===== src/rtl/mem_arbiter.sv =====
// Two-port arbiter sharing one single-port synchronous RAM between CPU fetch and load/store ports.
// Optional `MEM_ARB_ROUND_ROBIN_EN selects round-robin contention; default is fixed data priority.
module mem_arbiter #(
  parameter int ADDR_W = 10,
  parameter int DATA_W = 32
) (
  input  logic                clk,
  input  logic                resetn,
  input  logic                i_req,
  input  logic [ADDR_W-1:0]   i_addr,
  output logic                i_gnt,
  output logic                i_rvalid,
  output logic [DATA_W-1:0]   i_rdata,
  input  logic                d_req,
  input  logic                d_we,
  input  logic [DATA_W/8-1:0] d_wstrb,
  input  logic [ADDR_W-1:0]   d_addr,
  input  logic [DATA_W-1:0]   d_wdata,
  output logic                d_gnt,
  output logic                d_rvalid,
  output logic [DATA_W-1:0]   d_rdata,
  output logic                mem_en,
  output logic [DATA_W/8-1:0] mem_we,
  output logic [ADDR_W-1:0]   mem_addr,
  output logic [DATA_W-1:0]   mem_wdata,
  input  logic [DATA_W-1:0]   mem_rdata
);

  localparam int STRB_W = DATA_W / 8;

  logic rd_pend;
  logic rd_owner;
  logic last_d;
  logic pick_i;
  logic pick_d;
  logic rd_acc;
  logic last_d_nxt;
  logic rd_owner_nxt;

  // Grant selection is purely combinational so a lone requester wins in the same cycle.
  always_comb begin
    pick_i = 1'b0;
    pick_d = 1'b0;
    if (resetn) begin
      if (i_req && d_req) begin
`ifdef MEM_ARB_ROUND_ROBIN_EN
        pick_d = ~last_d;
`else
        pick_d = 1'b1;
`endif
        pick_i = ~pick_d;
      end else begin
        pick_i = i_req;
        pick_d = d_req;
      end
    end
  end

  assign i_gnt = pick_i;
  assign d_gnt = pick_d;

  always_comb begin
    mem_en    = pick_i | pick_d;
    mem_addr  = pick_d ? d_addr : i_addr;
    mem_we    = (pick_d && d_we) ? d_wstrb : {STRB_W{1'b0}};
    mem_wdata = d_wdata;
  end

  always_comb begin
    rd_acc       = pick_i | (pick_d & ~d_we);
    rd_owner_nxt = rd_acc ? pick_d : rd_owner;
    last_d_nxt   = (pick_i | pick_d) ? pick_d : last_d;
  end

  // Accept edge -> response cycle: remember who owns the read in flight.
  always_ff @(posedge clk or negedge resetn) begin
    if (!resetn) begin
      rd_pend  <= 1'b0;
      rd_owner <= 1'b0;
      last_d   <= 1'b0;
    end else begin
      rd_pend  <= rd_acc;
      rd_owner <= rd_owner_nxt;
      last_d   <= last_d_nxt;
    end
  end

  assign i_rvalid = rd_pend & ~rd_owner;
  assign d_rvalid = rd_pend &  rd_owner;
  assign i_rdata  = mem_rdata;
  assign d_rdata  = mem_rdata;

endmodule


===== config.mk =====
export PLATFORM = sky130hd
export DESIGN_NAME = mem_arbiter
export DESIGN_NICKNAME = d
export VERILOG_FILES = /design/src/rtl/mem_arbiter.sv
export SDC_FILE = /design/constraint.sdc
export NUM_CORES = 1
export LEC_CHECK = 0
export CORE_AREA = 2 2 80 82
export CTS_BUF_LIST = sky130_fd_sc_hd__clkbuf_16
export DETAILED_ROUTE_END_ITERATION = 12
export DIE_AREA = 0 0 82 84
export HOLD_SLACK_MARGIN = 0.05
export PLACE_DENSITY = 0.76
export SETUP_SLACK_MARGIN = 0.05
export SYNTH_ARGS = -nofsm -noshare
export SYNTH_HDL_FRONTEND = slang
export SYNTH_SLANG_ARGS = --single-unit
export TNS_END_PERCENT = 5

===== constraint.sdc =====
create_clock -name clk -period 0.8 [get_ports clk]
set_input_delay 0.08 -clock clk [delete_from_list [all_inputs] [get_ports clk]]
set_output_delay 0.08 -clock clk [all_outputs]
set_load 0.005 [all_outputs]

== Word-level counts from Yosys, hierarchy flattened ==
Index checks and enable logic that the tools add are counted.
Word-level totals
  ROM bits: 0
  bits in latches: 0
  logic and storage cells: 17
  input bits: 93
  memory bits (writable): 0
  output and inout port bits: 115
  bits in registers: 2
  memories: 0
Cells by class
  multiply operators: 0
  divide/modulo/power cells: 0
  equality and inequality tests: 0
  multiplexer cells: 6
  $lt $le $gt $ge: 0
  $add $sub $neg: 0
  shifts and indexed selects: 0
  bitwise logic cells: 7
  reduce and logical (&&, ||, !) cells: 2
Operator list (number)
  10-bit 2-to-1 mux: 1
  1-bit 2-to-1 mux: 4
  4-bit 2-to-1 mux: 1
  1-bit bitwise AND: 3
  1-bit logical AND: 2
  1-bit NOT: 2
  1-bit bitwise OR: 2

== Logic depth before layout (Yosys ltp) ==
  depth in word-level cells: 5
  mapped depth: 5
  mapped depth without buffers: 4

== Least setup slack after synthesis ==
OpenSTA, ideal clock, no wires.
  path kind: register to register
  start point: register rd_owner (netlist name)
  end point: register rd_owner
  setup time: 119 ps
  data arrival time: 531 ps
  slack: 150 ps
  clock period less this slack: 650 ps
  buffers on the path: 0
  required time: 681 ps
  cell stages (with the launch flop): 3
  path through: dfrtp_1 -> a21oi_1 -> nor2_1
RTL lines
  to (signal assigned): line 83  | rd_owner <= rd_owner_nxt;
  to (decl): line 32  | logic rd_owner;

== Final worst setup path ==
  start point: register rd_owner
  end point: output port d_rvalid
Between the ends
  cells in the longest elaborated chain, start to end: 1
RTL lines
  1-bit bitwise AND: line 89  | assign d_rvalid = rd_pend & rd_owner;
  to (decl): line 20  | output logic d_rvalid,
No other way between the ends.

==> impl_metrics.py <==
metrics = {
    "floorplan": {
        "start_util_pct": 16.34,
        "rows": 29,
        "core_area_um2": 6096,
        "dieArea_um2": 6888,
        "pin_count": 208,
        "die_y_um": 84,
        "die_x_um": 82,
    },
    "finish": {
        "drive_gt1_share_pct": 38.74,
        "final_area_um2": 1002,
        "final_core_util_pct": 16.44,
        "syn2layout_area_growth_pct": 0.6280,
        "diodes": 0,
        "finalNetCount": 206,
    },
    "logic_synthesis": {
        "synth_cells": 147,
        "seq_area_frac_synth_pct": 5.025,
        "synth_commonest_cells": "buf_4 (96), nand2_1 (31), and3_1 (4)",
        "synth_top_area_cell": "buf_4",
        "synth.distinct_cells": 15,
        "synth-edff-count": 0,
        "synth_flop_cell": "dfrtp_1",
        "mappedNetlistArea_um2": 996.0,
        "synth_most_common_cell": "buf_4",
        "yosysWarningCount": 0,
        "avgSynthCellArea_um2": 6.775,
        "ys_async_sr_fraction_pct": 100.0,
        "netlist.area_leader.share_pct": 72.36,
        "ys_top_cells_by_area": "buf_4 (72%), nand2_1 (12%), dfrtp_1 (5.0%)",
        "synth_fp_nets": 240,
        "ys_ff_latch": 2,
    },
    "clock_tree": {
        "cts.sinks": 2,
        "clk_pin_slew_ns": 0.03,
        "clk_latency_ns": 0.22,
        "cts_tree": "yes",
        "cts-buffers-inserted": 3,
        "cts_htree_levels": 1,
        "cts_root_buffer": "clkbuf_16",
        "cts_max_path_buffers": 2,
    },
    "pwr": {
        "p_leak_nw": 0.5420,
        "pwr-share-seq_pct": 9.1,
        "report.power.total_mw": 1.281,
        "clkPwrFrac_pct": 59.8,
        "p_int_mw": 0.9984,
        "p_comb_share_pct": 31.1,
        "peakVddDrop_mv": 1.182,
        "p_switching_mw": 0.2825,
        "swShare_pct": 22.05,
        "powerDensity_nw_per_um2": 1278,
    },
    "grt": {
        "overflow": 0,
        "grt_use_total_pct": 6.815,
        "grt_max_degree": 7,
        "grt_pass1_wl_um": 3456,
        "grt_pass1_vias": 699,
        "antenna_found_initial": 0,
    },
    "setup_path": {
        "cp.arrival_ns": 0.86,
        "crit_type": "flip-flop to output port",
        "path_max_fanout": 3,
        "required_ns": 0.72,
        "crit_path_max_incr_delay_ns": 0.38,
        "slowest_stage": "dfrtp_1",
        "path_cells": "and2_1, buf_2",
        "cp-start-kind": "flip-flop",
        "endpoint_kind": "output port",
        "cp_num_buf_inv": 1,
        "crit_family": "flip-flops",
    },
    "timing": {
        "finalSetupViolations": 12,
        "min_period_ns": 0.9405,
        "worst_slack_ns": -0.1405,
        "clock.fmax_ghz": 1.063,
        "final_hold_viol_count": 0,
        "rsz0062_at_grt": "true",
        "period_share_pct": 117.6,
        "final.setup.tns_ns": -0.6488,
        "final-max-slew-violation-count": 0,
        "relSlewSlack_pct": 91.98,
        "tightest_slew_ns": 0.1170,
        "skew_ns": 0,
    },
    "place": {
        "portBuffers": 47,
        "hpwl_um": 1885,
        "place.gp.congestion": 0.6235,
        "pre_cts_ws_ns": -0.8441,
        "dpl_cell_area_um2": 883.3,
    },
    "route": {
        "vias": 667,
        "drt_iter0_markers": 6,
        "wl_um": 2408,
        "wl_per_cell_um": 12.81,
        "drcViolationCount": 0,
        "vias_per_cell": 3.548,
        "ant_nets": 0,
        "dr.pass1.iters": 3,
    },
    "status": {
        "status": "finished, violations left",
        "failed_checks": "setup timing",
    },
    "flow_run": {
        "drv_cap": 0,
    },
    "worst_hold_path": {
        "worstHoldPathType": "input port to output port",
    },
}
## logic make-up (layout without fill, tap and decap cells)
kind of cell,count (synthesis),after routing,synth area share [%]
compound gates,3,3,1.759
buf+inv,100,64,74.75
flops,2,2,5.025
mux,1,1,1.005
simple gates,41,41,17.46
## final timing paths
path	startpoint	end	slack (ns)	depth (start not counted)
worst max-delay path	rd_owner	d_rvalid	-0.14	2
worst min-delay path	d_wdata[25]	mem_wdata[25]	0.16	0
worst max register to register	rd_owner	rd_owner	-0.11	4
worst min register to register	rd_owner	rd_owner	0.72	4
max in group asynchronous	resetn	rd_pend	0.33	3
min in group asynchronous	resetn	rd_owner	0.34	3
## layer usage
metal | wire length (um) | vias up | share of wire [%] | track usage, %
li1 | - | 281 | - | -
met1 | 552 | 265 | 23 | 4.362
met2 | 1089 | 77 | 45 | 10.50
met3 | 449 | 44 | 19 | 4.113
met4 | 316 | 0 | 13 | 10.00
met5 | 0 | - | 0 | 0
## metrics by stage
step	hold slack (ns)	std cells
after detailed placement	0.1600	179
final	0.1600	188
after floorplan	-0.2156	147
after CTS	0.1600	187
after global placement	0.1600	179
after global routing	0.1600	188
## final cells by class
class	count	area [um2]
flip-flops and latches	2	50.05
repair buffers	58	518.0
fillers	718	5094
multi-input cells	45	245.2
clock buffers	3	75.07
inverters	2	10.01
well taps	77	96.34
repair inverters	1	7.507
## sequential cells by signal (all words and copies together) (netlist names)
register	count
rd_owner	1
rd_pend	1
## power groups by stage
stage	Sequential [mW]	Clock [mW]	Combinational, mW
2_1_floorplan	0.117	0	0.487
3_3_place_gp	0.117	0	0.401
3_5_place_dp	0.117	0	0.404
4_1_cts	0.116	0.774	0.384
5_1_grt	0.118	0.789	0.434
6_report	0.117	0.766	0.399
## cell usage in the layout (no fill, tap or decap), drive strengths merged
master	n
and2	1
dlymetal6s2s	5
inv	2
nand2	32
clkdlybuf4s50	13
and3	4
clkdlybuf4s15	1
nor2	2
dlygate4sd3	1
dfrtp	2
dlygate4sd2	8
clkinvlp	1
o21a	1
clkbuf	4
nor2b	2
mux2i	1
buf	29
a21oi	2
## timing repair
action	4_1_cts	5_1_grt
hold buffers	1	0
cloned	2	0
setup buffers	2	1
gates resized for setup	105	13
endpoints found under the setup margin	21	19
endpoints found under the hold margin	2	0
pin swaps	4	5
Power figures use the tool's default switching activity.
==> RTL edit: new RTL, config.mk and constraints unchanged <==
Set the parameter `DATA_W` to 36 (it was 32).
--- a/src/rtl/mem_arbiter.sv
+++ b/src/rtl/mem_arbiter.sv
@@ -4,3 +4,3 @@
   parameter int ADDR_W = 10,
-  parameter int DATA_W = 32
+  parameter int DATA_W = 36
 ) (
Interface: changed (5 resized); port bits go from 208 to 228. No check against the original RTL was run, so the function may have changed too.
==> RTL edit against the original RTL <==
- the run still ends with setup timing left
- worst hold slack about the same
- sequential share of layout area is essentially flat
- via count up 1.6%
- wire length is 14% higher
- sequential cell count unchanged
- first-iteration DRC count increased by 50%
- synthesized area grew 9.0%
- worst setup slack got worse by 0.079 ns
- total power is 0.22% lower
- cell area is 0.75% higher
- highest routed layer unchanged
==> RTL edit: results (changes against the original RTL) <==
[metrics] count of TritonRoute iterations in the first routing pass: 4 (+1)
[metrics] fraction of layout instances using a drive strength above 1: 36.6% (-2.1 points)
[metrics] Commonest cells post-synth: sky130_fd_sc_hd__buf_4, sky130_fd_sc_hd__nand2_1, sky130_fd_sc_hd__and3_1
[metrics] setup slack on the worst flop-to-flop path: -0.09 ns (+0.02 ns)
[metrics] Total Routed Length: 2.74 mm (+14%)
[metrics] power per standard cell area: 1270 nW/µm² (-0.96%)
[metrics] # nets final: 215 (+4.4%)
[metrics] sequential fraction of the synthesis area: 4.61% (-0.42 points)
[metrics] maximum number of pins on one net before global-route repair: 9 (+2)
[metrics] top cells by area, synth: sky130_fd_sc_hd__buf_4, sky130_fd_sc_hd__nand2_1, sky130_fd_sc_hd__dfrtp_1
[metrics] switching fraction of total power: 21.7% (-0.35 points)
[metrics] first-pass GRT wire length: 3.80 mm (+9.8%)
[metrics] syn nets: 260 (+8.3%)
[metrics] critical path arrival: 0.94 ns (+0.08 ns)
[metrics] Clock Pin Slew Worst Setup and Hold Paths: 0.03 ns (about the same)
[metrics] Place WS: -0.837 ns (+0.00685 ns)
[metrics] number of standard cells after synthesis: 159 (+8.2%)
[metrics] reported leakage power: 0.000550 µW (+1.5%)
[metrics] via count of the first global-routing pass: 754 (+7.9%)
[metrics] routed len/inst: 14.5 µm (+13%)
[metrics] status: finished with violations
[metrics] Via density: 3.59 (+1.1%)
[metrics] number of DRC markers after the initial detailed-route iteration: 9 (+3)
[metrics] transition time at the pin with the least slew margin: 0.120 ns (+0.00277 ns)
[metrics] global placement routability congestion: 0.773 (+24%)
[metrics] worst ir drop on vdd: 1.27 mV (+7.5%)
[metrics] violated checks: setup timing
[metrics] setup slack of the critical path after layout: -0.220 ns (-0.0795 ns)
[metrics] setup_tns: -1.14 ns (-0.491 ns)
[metrics] Comb group: 408 µW (+2%)
[metrics] Post-synth ARST share: 100% (unchanged)
[metrics] number of setup violations in the final report: 12 (unchanged)
[metrics] detailed placement HPWL: 2.14 mm (+13%)
[metrics] CP endpoint: i_rvalid
RTL edit: layer usage:
metal	wire [µm]	part of all wire (%)	track usage (%)	vias to the layer above
met5	0	0	0	-
met4	382	14	11.4	0
met3	423	15	3.35	52
met2	1290	47	11.8	79
met1	647	24	4.89	268
li1	-	-	-	279
RTL edit: how the worst min path moves through the flow:
| stage | from | end | slack (ns) |
|---|---|---|---|
| global route | mem_rdata[27] | d_rdata[27] | 0.16 |
| finish | d_wdata[13] | mem_wdata[13] | 0.16 |
| CTS | d_wdata[15] | mem_wdata[15] | 0.16 |
| detailed placement | d_wdata[15] | mem_wdata[15] | 0.16 |
| floorplan | resetn | rd_owner | -0.22 |
| global placement | d_wdata[15] | mem_wdata[15] | 0.16 |
RTL edit: logic make-up (layout without fill, tap and decap cells):
family	count (synthesis)	count (layout)	synth area share, %
buffers and inverters	112	65	76.8
AND/OR/NAND/NOR	41	41	16.0
AO/OA/AOI/OAI	3	3	1.61
flip-flops	2	2	4.61
multiplexers	1	1	0.922
RTL edit: cell type report:
type,instances,area (µm²)
clock buffers,3,75.1
fillers,714,5090
inverters,2,12.5
multi-input cells,45,231
flip-flops and latches,2,50.0
well taps,77,96.3
repair buffers,59,538
repair inverters,1,6.26
RTL edit: stage by stage:
step / hold WS, ns / utilization (%) / area, µm²
3_3_place_gp: 0.160 / 14.0 / 856
2_1_floorplan: -0.216 / - / 1090
5_1_grt: 0.160 / 16.6 / 1010
3_5_place_dp: 0.160 / 14.0 / 856
6_report: 0.160 / 16.6 / 1010
4_1_cts: 0.160 / 16.3 / 992
RTL edit: timing repair:
item                                    4_1_cts  5_1_grt
pin swaps                                     6        5
buffers inserted                              6        0
hold buffers                                  1        0
resized for setup                           107       10
endpoints found under the setup margin       21       18
cloned                                        2        0
endpoints found under the hold margin         2        0
